`src/rtl/regfile_wb_arbiter_if.sv`:
```
// Multiply/divide result handshake into the writeback arbiter.
// master: MDU side drives valid/Rd/data; slave: arbiter drives ready.
interface regfile_wb_arbiter_if #(
    parameter int XLEN = 32
);
    logic            mdu_valid_i;
    logic            mdu_ready_o;
    logic [4:0]      mdu_Rd_i;
    logic [XLEN-1:0] mdu_data_i;

    modport master (
        output mdu_valid_i,
        output mdu_Rd_i,
        output mdu_data_i,
        input  mdu_ready_o
    );

    modport slave (
        input  mdu_valid_i,
        input  mdu_Rd_i,
        input  mdu_data_i,
        output mdu_ready_o
    );
endinterface

```
`src/rtl/regfile_wb_arbiter.sv`:
```
// Shares the register file write port between the pipeline writeback (A,
// never stalled) and the MDU (B, valid/ready into a DEPTH-entry FIFO).
// Ports: clk, rst (sync, active-high); wbA_* pipeline writeback;
//   mdu (slave modport) MDU result handshake; Rd_o/RegWrite_o/Wr_data_o
//   register file write port; chk_* decode registers -> pending_hit_o;
//   stall_o one-cycle bubble request; fifo_count_o FIFO occupancy.
// Optional macro STARVE_GUARD_EN builds the starvation counter/stall_o;
//   without it stall_o is tied 0 and B drains only on A-idle cycles.
module regfile_wb_arbiter #(
    parameter int XLEN         = 32,
    parameter int DEPTH        = 4,
    parameter int STARVE_LIMIT = 8
) (
    input  logic                     clk,
    input  logic                     rst,
    input  logic                     wbA_valid_i,
    input  logic [4:0]               wbA_Rd_i,
    input  logic [XLEN-1:0]          wbA_data_i,
    regfile_wb_arbiter_if.slave      mdu,
    output logic [4:0]               Rd_o,
    output logic                     RegWrite_o,
    output logic [XLEN-1:0]          Wr_data_o,
    input  logic [4:0]               chk_Rs1_i,
    input  logic [4:0]               chk_Rs2_i,
    input  logic [4:0]               chk_Rd_i,
    output logic                     pending_hit_o,
    output logic                     stall_o,
    output logic [$clog2(DEPTH):0]   fifo_count_o
);
    localparam int AW = $clog2(DEPTH);
    localparam int CW = AW + 1;

    if (DEPTH < 2 || (DEPTH & (DEPTH - 1)) != 0 || STARVE_LIMIT < 2)
    begin : g_param_err
        $error("regfile_wb_arbiter: illegal DEPTH or STARVE_LIMIT");
    end

    logic [4:0]      mem_rd_q   [DEPTH];
    logic [4:0]      mem_rd_d   [DEPTH];
    logic [XLEN-1:0] mem_data_q [DEPTH];
    logic [XLEN-1:0] mem_data_d [DEPTH];
    logic [AW-1:0]   wr_ptr_q, wr_ptr_d;
    logic [AW-1:0]   rd_ptr_q, rd_ptr_d;
    logic [CW-1:0]   count_q, count_d;

    logic empty;
    logic full;
    logic a_active;
    logic pop;
    logic push;
    logic store;

    assign empty = (count_q == '0);
    assign full  = (count_q == CW'(DEPTH));

    // Ready depends on registered occupancy only: no comb path from A.
    assign mdu.mdu_ready_o = !full;

    // A is gated during reset so nothing reaches the register file.
    assign a_active = !rst && wbA_valid_i && (wbA_Rd_i != 5'd0);
    assign pop      = !rst && !a_active && !empty;
    assign push     = !rst && mdu.mdu_valid_i && !full;
    // Rd=0 results are acknowledged but never need a write.
    assign store    = push && (mdu.mdu_Rd_i != 5'd0);

    assign fifo_count_o = count_q;

    always_comb begin
        RegWrite_o = 1'b0;
        Rd_o       = 5'd0;
        Wr_data_o  = '0;
        if (a_active) begin
            RegWrite_o = 1'b1;
            Rd_o       = wbA_Rd_i;
            Wr_data_o  = wbA_data_i;
        end else if (pop) begin
            RegWrite_o = 1'b1;
            Rd_o       = mem_rd_q[rd_ptr_q];
            Wr_data_o  = mem_data_q[rd_ptr_q];
        end
    end

    always_comb begin
        mem_rd_d   = mem_rd_q;
        mem_data_d = mem_data_q;
        wr_ptr_d   = wr_ptr_q;
        rd_ptr_d   = rd_ptr_q;
        if (store) begin
            mem_rd_d[wr_ptr_q]   = mdu.mdu_Rd_i;
            mem_data_d[wr_ptr_q] = mdu.mdu_data_i;
            wr_ptr_d             = wr_ptr_q + 1'b1;
        end
        if (pop) begin
            rd_ptr_d = rd_ptr_q + 1'b1;
        end
        // store implies !full and pop implies !empty, so no wrap.
        count_d = count_q + CW'(store) - CW'(pop);
    end

    always_ff @(posedge clk) begin
        if (rst) begin
            wr_ptr_q <= '0;
            rd_ptr_q <= '0;
            count_q  <= '0;
        end else begin
            wr_ptr_q <= wr_ptr_d;
            rd_ptr_q <= rd_ptr_d;
            count_q  <= count_d;
        end
    end

    // Storage needs no reset: occupancy alone decides validity.
    always_ff @(posedge clk) begin
        mem_rd_q   <= mem_rd_d;
        mem_data_q <= mem_data_d;
    end

    function automatic logic chk_match(
        input logic [4:0] rd,
        input logic [4:0] rs1,
        input logic [4:0] rs2,
        input logic [4:0] rdc
    );
        return (rd != 5'd0) && (rd == rs1 || rd == rs2 || rd == rdc);
    endfunction

    always_comb begin
        pending_hit_o = push &&
            chk_match(mdu.mdu_Rd_i, chk_Rs1_i, chk_Rs2_i, chk_Rd_i);
        for (int i = 0; i < DEPTH; i++) begin
            if (CW'(i) < count_q &&
                chk_match(mem_rd_q[rd_ptr_q + AW'(i)],
                          chk_Rs1_i, chk_Rs2_i, chk_Rd_i)) begin
                pending_hit_o = 1'b1;
            end
        end
    end

`ifdef STARVE_GUARD_EN
    localparam int SW = $clog2(STARVE_LIMIT) + 1;

    logic [SW-1:0] starve_q, starve_d;
    logic          stall_q, stall_d;

    // Counts cycles where the head is waiting behind an active A.
    always_comb begin
        starve_d = starve_q;
        stall_d  = 1'b0;
        if (pop || empty) begin
            starve_d = '0;
        end else if (a_active) begin
            if (starve_q == SW'(STARVE_LIMIT - 1)) begin
                starve_d = '0;
                stall_d  = 1'b1;
            end else begin
                starve_d = starve_q + 1'b1;
            end
        end
    end

    always_ff @(posedge clk) begin
        if (rst) begin
            starve_q <= '0;
            stall_q  <= 1'b0;
        end else begin
            starve_q <= starve_d;
            stall_q  <= stall_d;
        end
    end

    assign stall_o = stall_q;
`else
    assign stall_o = 1'b0;
`endif
endmodule
```
`src/flat_wrapper.sv`:
```
// flat-port wrapper written by rule: the top's interface ports become plain ports
module regfile_wb_arbiter_flat 
#(
    parameter int XLEN         = 32,
    parameter int DEPTH        = 4,
    parameter int STARVE_LIMIT = 8
)
  (clk, rst, wbA_valid_i, wbA_Rd_i, wbA_data_i, Rd_o, RegWrite_o, Wr_data_o, chk_Rs1_i, chk_Rs2_i, chk_Rd_i, pending_hit_o, stall_o, fifo_count_o, mdu_mdu_valid_i, mdu_mdu_Rd_i, mdu_mdu_data_i, mdu_mdu_ready_o);
  regfile_wb_arbiter_if #(.XLEN(XLEN)) mdu_i ();
  input  logic clk;
  input  logic rst;
  input  logic wbA_valid_i;
  input  logic [4:0] wbA_Rd_i;
  input  logic [XLEN-1:0] wbA_data_i;
  output logic [4:0] Rd_o;
  output logic RegWrite_o;
  output logic [XLEN-1:0] Wr_data_o;
  input  logic [4:0] chk_Rs1_i;
  input  logic [4:0] chk_Rs2_i;
  input  logic [4:0] chk_Rd_i;
  output logic pending_hit_o;
  output logic stall_o;
  output logic [$clog2(DEPTH):0] fifo_count_o;
  input wire logic [$bits(mdu_i.mdu_valid_i)-1:0] mdu_mdu_valid_i;
  input wire logic [$bits(mdu_i.mdu_Rd_i)-1:0] mdu_mdu_Rd_i;
  input wire logic [$bits(mdu_i.mdu_data_i)-1:0] mdu_mdu_data_i;
  output wire logic [$bits(mdu_i.mdu_ready_o)-1:0] mdu_mdu_ready_o;
  assign mdu_i.mdu_valid_i = mdu_mdu_valid_i;
  assign mdu_i.mdu_Rd_i = mdu_mdu_Rd_i;
  assign mdu_i.mdu_data_i = mdu_mdu_data_i;
  assign mdu_mdu_ready_o = mdu_i.mdu_ready_o;
  regfile_wb_arbiter #(.XLEN(XLEN), .DEPTH(DEPTH), .STARVE_LIMIT(STARVE_LIMIT)) u_core (.clk(clk), .rst(rst), .wbA_valid_i(wbA_valid_i), .wbA_Rd_i(wbA_Rd_i), .wbA_data_i(wbA_data_i), .mdu(mdu_i), .Rd_o(Rd_o), .RegWrite_o(RegWrite_o), .Wr_data_o(Wr_data_o), .chk_Rs1_i(chk_Rs1_i), .chk_Rs2_i(chk_Rs2_i), .chk_Rd_i(chk_Rd_i), .pending_hit_o(pending_hit_o), .stall_o(stall_o), .fifo_count_o(fifo_count_o));
endmodule
```
`config.mk`:
```
export PLATFORM = sky130hd
export DESIGN_NAME = regfile_wb_arbiter_flat
export DESIGN_NICKNAME = d
export VERILOG_FILES = /design/src/rtl/regfile_wb_arbiter_if.sv /design/src/rtl/regfile_wb_arbiter.sv /design/src/flat_wrapper.sv
export SDC_FILE = /design/constraint.sdc
export NUM_CORES = 1
export LEC_CHECK = 0
export CAP_MARGIN = 40
export CORE_MARGIN = 2
export CORE_UTILIZATION = 50
export DETAILED_ROUTE_END_ITERATION = 12
export PLACE_DENSITY = 0.78
export SETUP_SLACK_MARGIN = 0.2
export SYNTH_ARGS = -nofsm -noshare
export SYNTH_HDL_FRONTEND = slang
export SYNTH_SLANG_ARGS = --single-unit
```
`constraint.sdc`:
```
create_clock -name clk -period 5.45 [get_ports clk]
set_input_delay 1.09 -clock clk [delete_from_list [all_inputs] [get_ports clk]]
set_output_delay 1.09 -clock clk [all_outputs]
set_load 0.1 [all_outputs]
```
# Yosys cells after proc, flatten, opt, wreduce, memory -nomap -nowiden

Cells that the tools add are included.

Muxes and demuxes: 31
Order comparisons: 10
$add $sub $neg: 6
Equality and inequality tests: 16
Reductions and logical operators: 39
Bitwise logic cells: 5

Operators by type and width:

| kind                                                | count |
|---|---|
| two-way mux 32 bit                                  | 5 |
| bitwise mux 128 bit                                 | 1 |
| == test 5 bit                                       | 15 |
| binary-select mux 32 bit (select 2 bit)             | 1 |
| demux 32 bit (select 2 bit)                         | 1 |
| two-way mux 5 bit                                   | 11 |
| binary-select mux 5 bit (select 2 bit)              | 4 |
| nonzero test 5 bit                                  | 6 |
| bitwise mux 20 bit                                  | 1 |
| logical AND 1 bit                                   | 18 |
| >= comparator 3 bit (second input constant)         | 5 |
| NOT 2 -> 3 bit                                      | 5 |
| demux 5 bit (select 2 bit)                          | 1 |
| logical OR 1 bit                                    | 10 |
| < comparator 1 x 3 -> 1 bit (first input constant)  | 2 |
| < comparator 2 x 3 -> 1 bit (first input constant)  | 2 |
| two-way mux 1 bit                                   | 6 |
| adder 2 x 1 -> 2 bit (second input constant)        | 2 |
| adder 2 bit (second input constant)                 | 2 |
| logical NOT 1 bit                                   | 4 |
| adder 3 x 1 -> 3 bit                                | 1 |
| == test 3 bit (second input constant)               | 1 |
| logical NOT 3 bit                                   | 1 |
| < comparator 3 x 1 -> 1 bit (second input constant) | 1 |
| subtractor 3 x 1 -> 3 bit                           | 1 |

Output and inout bits: 44
Input port bits: 93
Logic and storage cells: 118
Bits in registers: 155

# Longest topological paths before layout

Gate-level depths: netlist of run 1.

Word-level depth: 13
Mapped depth: 13
Mapped depth without buffers: 10

# Worst setup path after synthesis of run 1

No wires, ideal clock.

Path type: input to output
From: in wbA_Rd_i[0]
To: out Rd_o[0]
Arrival: 4323 ps
Stages: 5
Slack: 37 ps
Buffers on the path: 1
Data required time: 4360 ps
Cell sequence: or4_1 -> o21a_1 -> clkbuf_1 -> or2_1 -> o21ai_0

Word-level cells in the longest chain between the ends: 7

RTL lines:

| item                           | RTL line                 | RTL |
|---|---|---|
| start: declaration             | flat_wrapper.sv:13       | `input logic [4:0] wbA_Rd_i;` |
| nonzero test 5 bit             | regfile_wb_arbiter.sv:60 | `assign a_active = !rst && wbA_valid_i && (wbA_Rd_i != 5'd0);` |
| logical AND 1 bit              | regfile_wb_arbiter.sv:60 |  |
| logical NOT 1 bit              | regfile_wb_arbiter.sv:61 | `assign pop = !rst && !a_active && !empty;` |
| logical AND 1 bit (2 in a row) | regfile_wb_arbiter.sv:61 |  |
| two-way mux 5 bit              | regfile_wb_arbiter.sv:76 | `end else if (pop) begin` |
| two-way mux 5 bit (*)          | regfile_wb_arbiter.sv:72 | `if (a_active) begin` |
| end: declaration               | flat_wrapper.sv:15       | `output logic [4:0] Rd_o;` |

Every way passes the cells marked *; elsewhere a longest branch is shown, timed or not.

# Final worst setup path of run 1

From: in wbA_Rd_i[3]
To: out Wr_data_o[14]

Word-level cells in the longest chain between the ends: 7

RTL lines:

| item                           | RTL line                 | RTL |
|---|---|---|
| nonzero test 5 bit (*)         | regfile_wb_arbiter.sv:60 |  |
| logical AND 1 bit (*)          | regfile_wb_arbiter.sv:60 |  |
| logical NOT 1 bit              | regfile_wb_arbiter.sv:61 |  |
| logical AND 1 bit (2 in a row) | regfile_wb_arbiter.sv:61 |  |
| two-way mux 32 bit             | regfile_wb_arbiter.sv:76 |  |
| two-way mux 32 bit (*)         | regfile_wb_arbiter.sv:72 |  |
| end: declaration               | flat_wrapper.sv:17       | `output logic [XLEN-1:0] Wr_data_o;` |

Marks and branches as above.

==> results of run 1 <==
power groups by stage:
stage,Sequential [uW],Combinational (uW),Clock (uW)
floorplan,1470,1180,0
global placement,1470,1690,0
detailed placement,1480,1750,0
CTS,1450,1760,1150
global route,1460,1840,1200
finish,1450,1750,1130
layer usage:
layer	global-route usage	share of wire	up-vias
met5	0	0	-
li1	-	-	2169
met3	0.0559	0.059	21
met1	0.290	0.42	2443
met2	0.383	0.51	172
met4	0.0789	0.016	0
worst min-delay path by stage:
stage | to | slack, ns | start
6_report | u_core.wr_ptr_q[1] | 0.60 | u_core.wr_ptr_q[1]
5_1_grt | u_core.wr_ptr_q[1] | 0.61 | u_core.wr_ptr_q[1]
4_1_cts | u_core.wr_ptr_q[1] | 0.60 | u_core.wr_ptr_q[1]
3_5_place_dp | u_core.wr_ptr_q[1] | 0.58 | u_core.wr_ptr_q[1]
3_3_place_gp | u_core.wr_ptr_q[1] | 0.53 | u_core.wr_ptr_q[1]
2_1_floorplan | u_core.wr_ptr_q[1] | 0.51 | u_core.wr_ptr_q[1]
through the flow:
stage | utilization | area [um^2] | cells
2_1_floorplan | - | 7650 | 490
3_3_place_gp | 0.627 | 9460 | 779
3_5_place_dp | 0.636 | 9600 | 787
4_1_cts | 0.675 | 10200 | 819
5_1_grt | 0.675 | 10200 | 819
6_report | 0.675 | 10200 | 819
synthesized netlist by cell type, types with 2 or more instances:
| library cell | count |
|---|---|
| edfxtp_1 | 148 |
| xor2_1 | 39 |
| mux4_2 | 37 |
| xnor2_1 | 36 |
| a22o_1 | 33 |
| mux2i_1 | 33 |
| clkbuf_1 | 21 |
| nor3_1 | 16 |
| nand3_1 | 13 |
| nor2_1 | 13 |
| inv_1 | 9 |
| ha_1 | 8 |
| buf_2 | 7 |
| dfxtp_1 | 7 |
| nand2_1 | 7 |
| o21ai_0 | 6 |
| a21oi_1 | 5 |
| buf_4 | 5 |
| and2_1 | 4 |
| buf_6 | 3 |
| mux2_2 | 3 |
| nor2b_1 | 3 |
| or4_1 | 3 |
| a31oi_1 | 2 |
| buf_1 | 2 |
| mux4_1 | 2 |
| nand3b_1 | 2 |
| nand4_1 | 2 |
| o21ai_1 | 2 |
| o22ai_1 | 2 |
| o31ai_1 | 2 |
registers in the layout, summed over array words and instances (netlist names):
| signal | count |
|---|---|
| u_core.mem_data_q | 128 |
| u_core.mem_rd_q | 20 |
| u_core.fifo_count_o | 3 |
| u_core.rd_ptr_q | 2 |
| u_core.wr_ptr_q | 2 |
cell families (layout without fill, tap and decap cells):
family / Yosys count / in the layout / share of synthesized area
flops: 155 / 155 / 0.599
xor+xnor: 75 / 75 / 0.0859
mux: 75 / 75 / 0.163
simple gates: 65 / 65 / 0.0427
compound gates: 62 / 62 / 0.0625
buf+inv: 48 / 189 / 0.0301
fa+ha+maj: 9 / 9 / 0.0157
other cells: 1 / 1 / 0.000490
placed cells by master (no fill, tap or decap), types with 16 or more instances in the layout:
| cell | synthesis | layout |
|---|---|---|
| edfxtp_1 | 148 | 148 |
| clkdlybuf4s50_1 | 0 | 96 |
| buf_12 | 0 | 42 |
| xor2_1 | 39 | 39 |
| mux4_2 | 37 | 37 |
| xnor2_1 | 36 | 36 |
| a22o_1 | 33 | 33 |
| mux2i_1 | 33 | 33 |
| clkbuf_16 | 0 | 17 |
| nor3_1 | 16 | 16 |
critical path, delay by kind of cell:
family | cells | cell delay, ns
buf+inv | 3 | 1.20
simple gates | 2 | 0.80
compound gates | 2 | 0.48
area by class of cell:
| cell class | instances | area (um^2) | area share |
|---|---|---|---|
| clock inverter | 15 | 154 | 0.0151 |
| tap | 188 | 235 | 0.0231 |
| timing repair buffer | 147 | 1900 | 0.187 |
| multi-input combinational | 287 | 2840 | 0.279 |
| sequential | 155 | 4590 | 0.451 |
| clock buffer | 17 | 425 | 0.0418 |
| inverter | 10 | 37.5 | 0.00369 |
==> impl_metrics.yaml, run 1 <==
outcome:
  status: "completed"
synthesis:
  netlist.area_leader.share: 0.581
  syn_inst: 490
  synth_area_leader_cell: "edfxtp_1"
  yosysWarnings: 0
  synth-seq-cells: 155
  syn_nets: 592
  synthArstFlopShare: 0
  avgSynthCellArea_um2: 15.6
  synth_edf_count: 148
  synthFlopType: "edfxtp_1"
  yosys.cell_types.count: 46
  syn-cell-area_mm2: 0.00765
  seq_area_frac_synth: 0.599
  synth.area.top_cells: "edfxtp_1, mux4_2, xor2_1, mux2i_1, xnor2_1"
drt:
  remaining_drc_errors: 0
  vias_per_cell: 5.87
  drt_first_pass_iters: 4
  routed_wl_um: 17900
  drt_iter0_drc: 307
  dr_total_vias: 4805
  ant_nets: 0
  routedWlPerCell_um: 21.8
floorplan:
  dieArea_mm2: 0.0163
  die_h_um: 128
  chipWidth_um: 128
  initial_core_util: 0.507
  core_mm2: 0.0151
  row_count: 45
  ios: 137
sta:
  fin_tns_setup_ns: 0
  setup_viol: 0
  drv_slew: 0
  period_share: 0.863
  tightest_slew_ns: 0.928
  hold_viol_final: 0
  clock_skew_ns: 0.00625
  whs_ns: 0.599
  min_period_ns: 4.70
  setup_ws_ns: 0.748
  max_slew_margin: 0.381
  max_freq_mhz: 213
  rsz0062_at_grt: "false"
critical_path:
  ff2ff_setup_slack_ns: 2.67
  worstPathArrival_ns: 3.61
  r2r_cells: 9
  cp-startpoint: "wbA_Rd_i[3]"
  critical_path.endpoint: "Wr_data_o[14]"
  endpoint_kind: "output port"
  cp_max_fo: 36
  crit_chain: "clkdlybuf4s50_1, or4_1, o21a_1, or2_1, inv_2, a22o_1, buf_12"
  slowest_stage: "inv_2"
  slowest_delay_ns: 0.58
  reg2reg_to: "u_core.fifo_count_o[1]"
  crit_type: "in -> out"
  reg2reg_from: "u_core.fifo_count_o[2]"
  required_ns: 4.36
  cp-start-kind: "input port"
power:
  power_frac_seq: 0.334
  p_sw_uw: 1610
  power_frac_comb: 0.404
  p_leak_uw: 0.00338
  power_uw: 4340
  p_int_uw: 2720
  clockPowerShare: 0.261
  switching_share: 0.372
  peakVddDrop_mv: 0.316
  power_density_mw_per_mm2: 426
clocking:
  numClockSinks: 155
  cts_buffers: 17
  cts_root_buffer: "clkbuf_16"
  cts_htree_levels: 4
  clkTransAtPathRegs_ns: 0.07
  cts_tree: "yes"
  cts_setup_buffers: 0
  postCtsResizedCells: 0
  holdBufCountCts: 0
  clock_path_buffers: 2
  worstSkewPairLatency_ns: 0.41
placed_design:
  place_ws_ns: 0.774
  hpwl_um: 12000
  port_buffers: 135
  gp_congestion: 0.928
grt:
  grt.overflow.total: 0
  grt_util_all_layers: 0.227
  grt_pass1_vias: 4997
  grt_first_pass_wirelength_um: 27400
  antenna_found_initial: 0
  grt_max_degree: 39
job:
  maxCapViolCount: 0
hold_path:
  holdPathStages: 2
  hold_path_class: "reg -> reg"
layout:
  areaGrowthSynthToFinish_pct: 33.1
  nNetsFinal: 720
  nFillCells: 1026
  layout-drive-gt1-share: 0.206
  antenna_cells: 0
(Power assumes the default switching activity.)
==> inputs of run 2 (changes only) <==
CELL_PAD_IN_SITES_DETAIL_PLACEMENT = 0   (was default)
CELL_PAD_IN_SITES_GLOBAL_PLACEMENT = 1   (was default)
CORE_UTILIZATION = 47   (was 50)
PLACE_DENSITY = 0.87   (was 0.78)
==> run 2 against run 1 <==
Effect of this change:
- routed wire length is 6.4% higher
- clock power hardly changed
- sequential power hardly changed
- non-clock buffer count stayed put
- power is 0.20% higher
- critical path depth stayed put
- first-iteration DRC count is 10% lower
- critical path type unchanged
- largest cell class unchanged
==> impl_metrics.yaml, run 2 (synthesis gave the netlist of run 1 again) <==
clocking:
  cts_setup_buffers: 0
  cts_root_buffer: "clkbuf_16"
  postCtsResizedCells: 0
  clock_path_buffers: 2
  numClockSinks: 155
  clkTransAtPathRegs_ns: 0.06
  holdBufCountCts: 0
  cts_htree_levels: 4
  worstSkewPairLatency_ns: 0.43
  cts_tree: "yes"
  cts_buffers: 17
drt:
  remaining_drc_errors: 0
  drt_first_pass_iters: 4
  ant_nets: 0
  vias_per_cell: 5.69
  routedWlPerCell_um: 22.4
  drt_iter0_drc: 276
  routed_wl_um: 19000
  dr_total_vias: 4817
critical_path:
  path_buf_inv: 3
  crit_chain: "clkdlybuf4s50_1, or4_1, o21a_1, or2_1, inv_2, a22o_1, buf_12"
  ff2ff_setup_slack_ns: 2.73
  worstPathArrival_ns: 3.57
  cp_max_fo: 36
  required_ns: 4.36
  cp_top_family: "buffers and inverters"
  crit_type: "in -> out"
  slowest_stage: "or4_1"
  endpoint_kind: "output port"
  slowest_delay_ns: 0.53
  cp-start-kind: "input port"
layout:
  layout-drive-gt1-share: 0.206
  antenna_cells: 0
  nNetsFinal: 720
  top_register: "u_core.mem_data_q"
  largest_reg_flops: 128
  areaGrowthSynthToFinish_pct: 33.8
  final_common_cell: "edfxtp_1"
  final_cell_mix: "edfxtp_1, clkdlybuf4s50_1, xor2_1, buf_12, mux4_2"
placed_design:
  port_buffers: 135
  gp_congestion: 0.883
  hpwl_um: 12900
sta:
  max_freq_mhz: 214
  setup_viol: 0
  rsz0062_at_grt: "false"
  tightest_slew_ns: 0.827
  clock_skew_ns: 0.00945
  hold_viol_final: 0
  max_slew_margin: 0.448
  min_period_ns: 4.66
  period_share: 0.856
  fin_tns_setup_ns: 0
  drv_slew: 0
floorplan:
  initial_core_util: 0.482
  ios: 137
  die_h_um: 132
  dieArea_mm2: 0.0173
  row_count: 46
  core_mm2: 0.0159
  chipWidth_um: 132
power:
  power_density_mw_per_mm2: 425
  power_uw: 4350
  peakVddDrop_mv: 0.341
  p_leak_uw: 0.00339
grt:
  grt_pass1_vias: 5010
  grt.overflow.total: 0
  grt_util_all_layers: 0.229
  grt_max_degree: 51
  antenna_found_initial: 0
  grt_first_pass_wirelength_um: 29500
job:
  maxCapViolCount: 0
hold_path:
  hold_path_class: "reg -> reg"
outcome:
  status: "completed"
==> run 2: cell counts in the layout (fill, tap and decap cells not counted) <==
Identical to the previous run, type by type.
==> run 2: worst paths after layout <==
path	start	depth (start not counted)	endpoint
min reg2reg	u_core.wr_ptr_q[0]	2	u_core.wr_ptr_q[0]
min	u_core.wr_ptr_q[0]	2	u_core.wr_ptr_q[0]
max	wbA_Rd_i[0]	7	Wr_data_o[6]
max reg2reg	u_core.fifo_count_o[2]	9	u_core.fifo_count_o[1]
==> run 2: layer usage <==
metal / global-route usage / part of all wire / vias up
met5: 0 / 0 / -
li1: - / - / 2175
met2: 0.387 / 0.50 / 188
met3: 0.0637 / 0.061 / 25
met1: 0.285 / 0.41 / 2429
met4: 0.0779 / 0.022 / 0
==> run 2: area by class of cell <==
cell class / count / area (um^2)
fillers: 1153 / 5650
flip-flops and latches: 155 / 4590
multi-input cells: 287 / 2840
repair buffers: 147 / 1920
clock buffers: 17 / 425
well taps: 216 / 270
clock inverters: 15 / 151
inverters: 10 / 37.5
==> run 2: tightest hold or removal path: cells and delay by family, from the launching register on <==
family,cells,cell delay [ns]
and+or+nand+nor,1,0.04
xor gates and xnor gates,1,0.16
DFF,1,0.35
==> run 2: metrics by stage <==
step / worst slack (ns) / utilization / hold slack, ns / std cells / cell area (um^2)
after floorplan: 0.0369 / - / 0.514 / 490 / 7650
after global placement: 0.871 / 0.598 / 0.527 / 807 / 9500
after detailed placement: 0.751 / 0.608 / 0.573 / 815 / 9660
after CTS: 0.728 / 0.644 / 0.587 / 847 / 10200
after global routing: 0.641 / 0.644 / 0.607 / 847 / 10200
final: 0.787 / 0.644 / 0.586 / 847 / 10200
==> run 2: report_power, final <==
part | switching (uW) | total (uW) | internal [uW]
clock | 492 | 1140 | 645
sequential | 97.4 | 1470 | 1370
combinational | 1030 | 1740 | 708
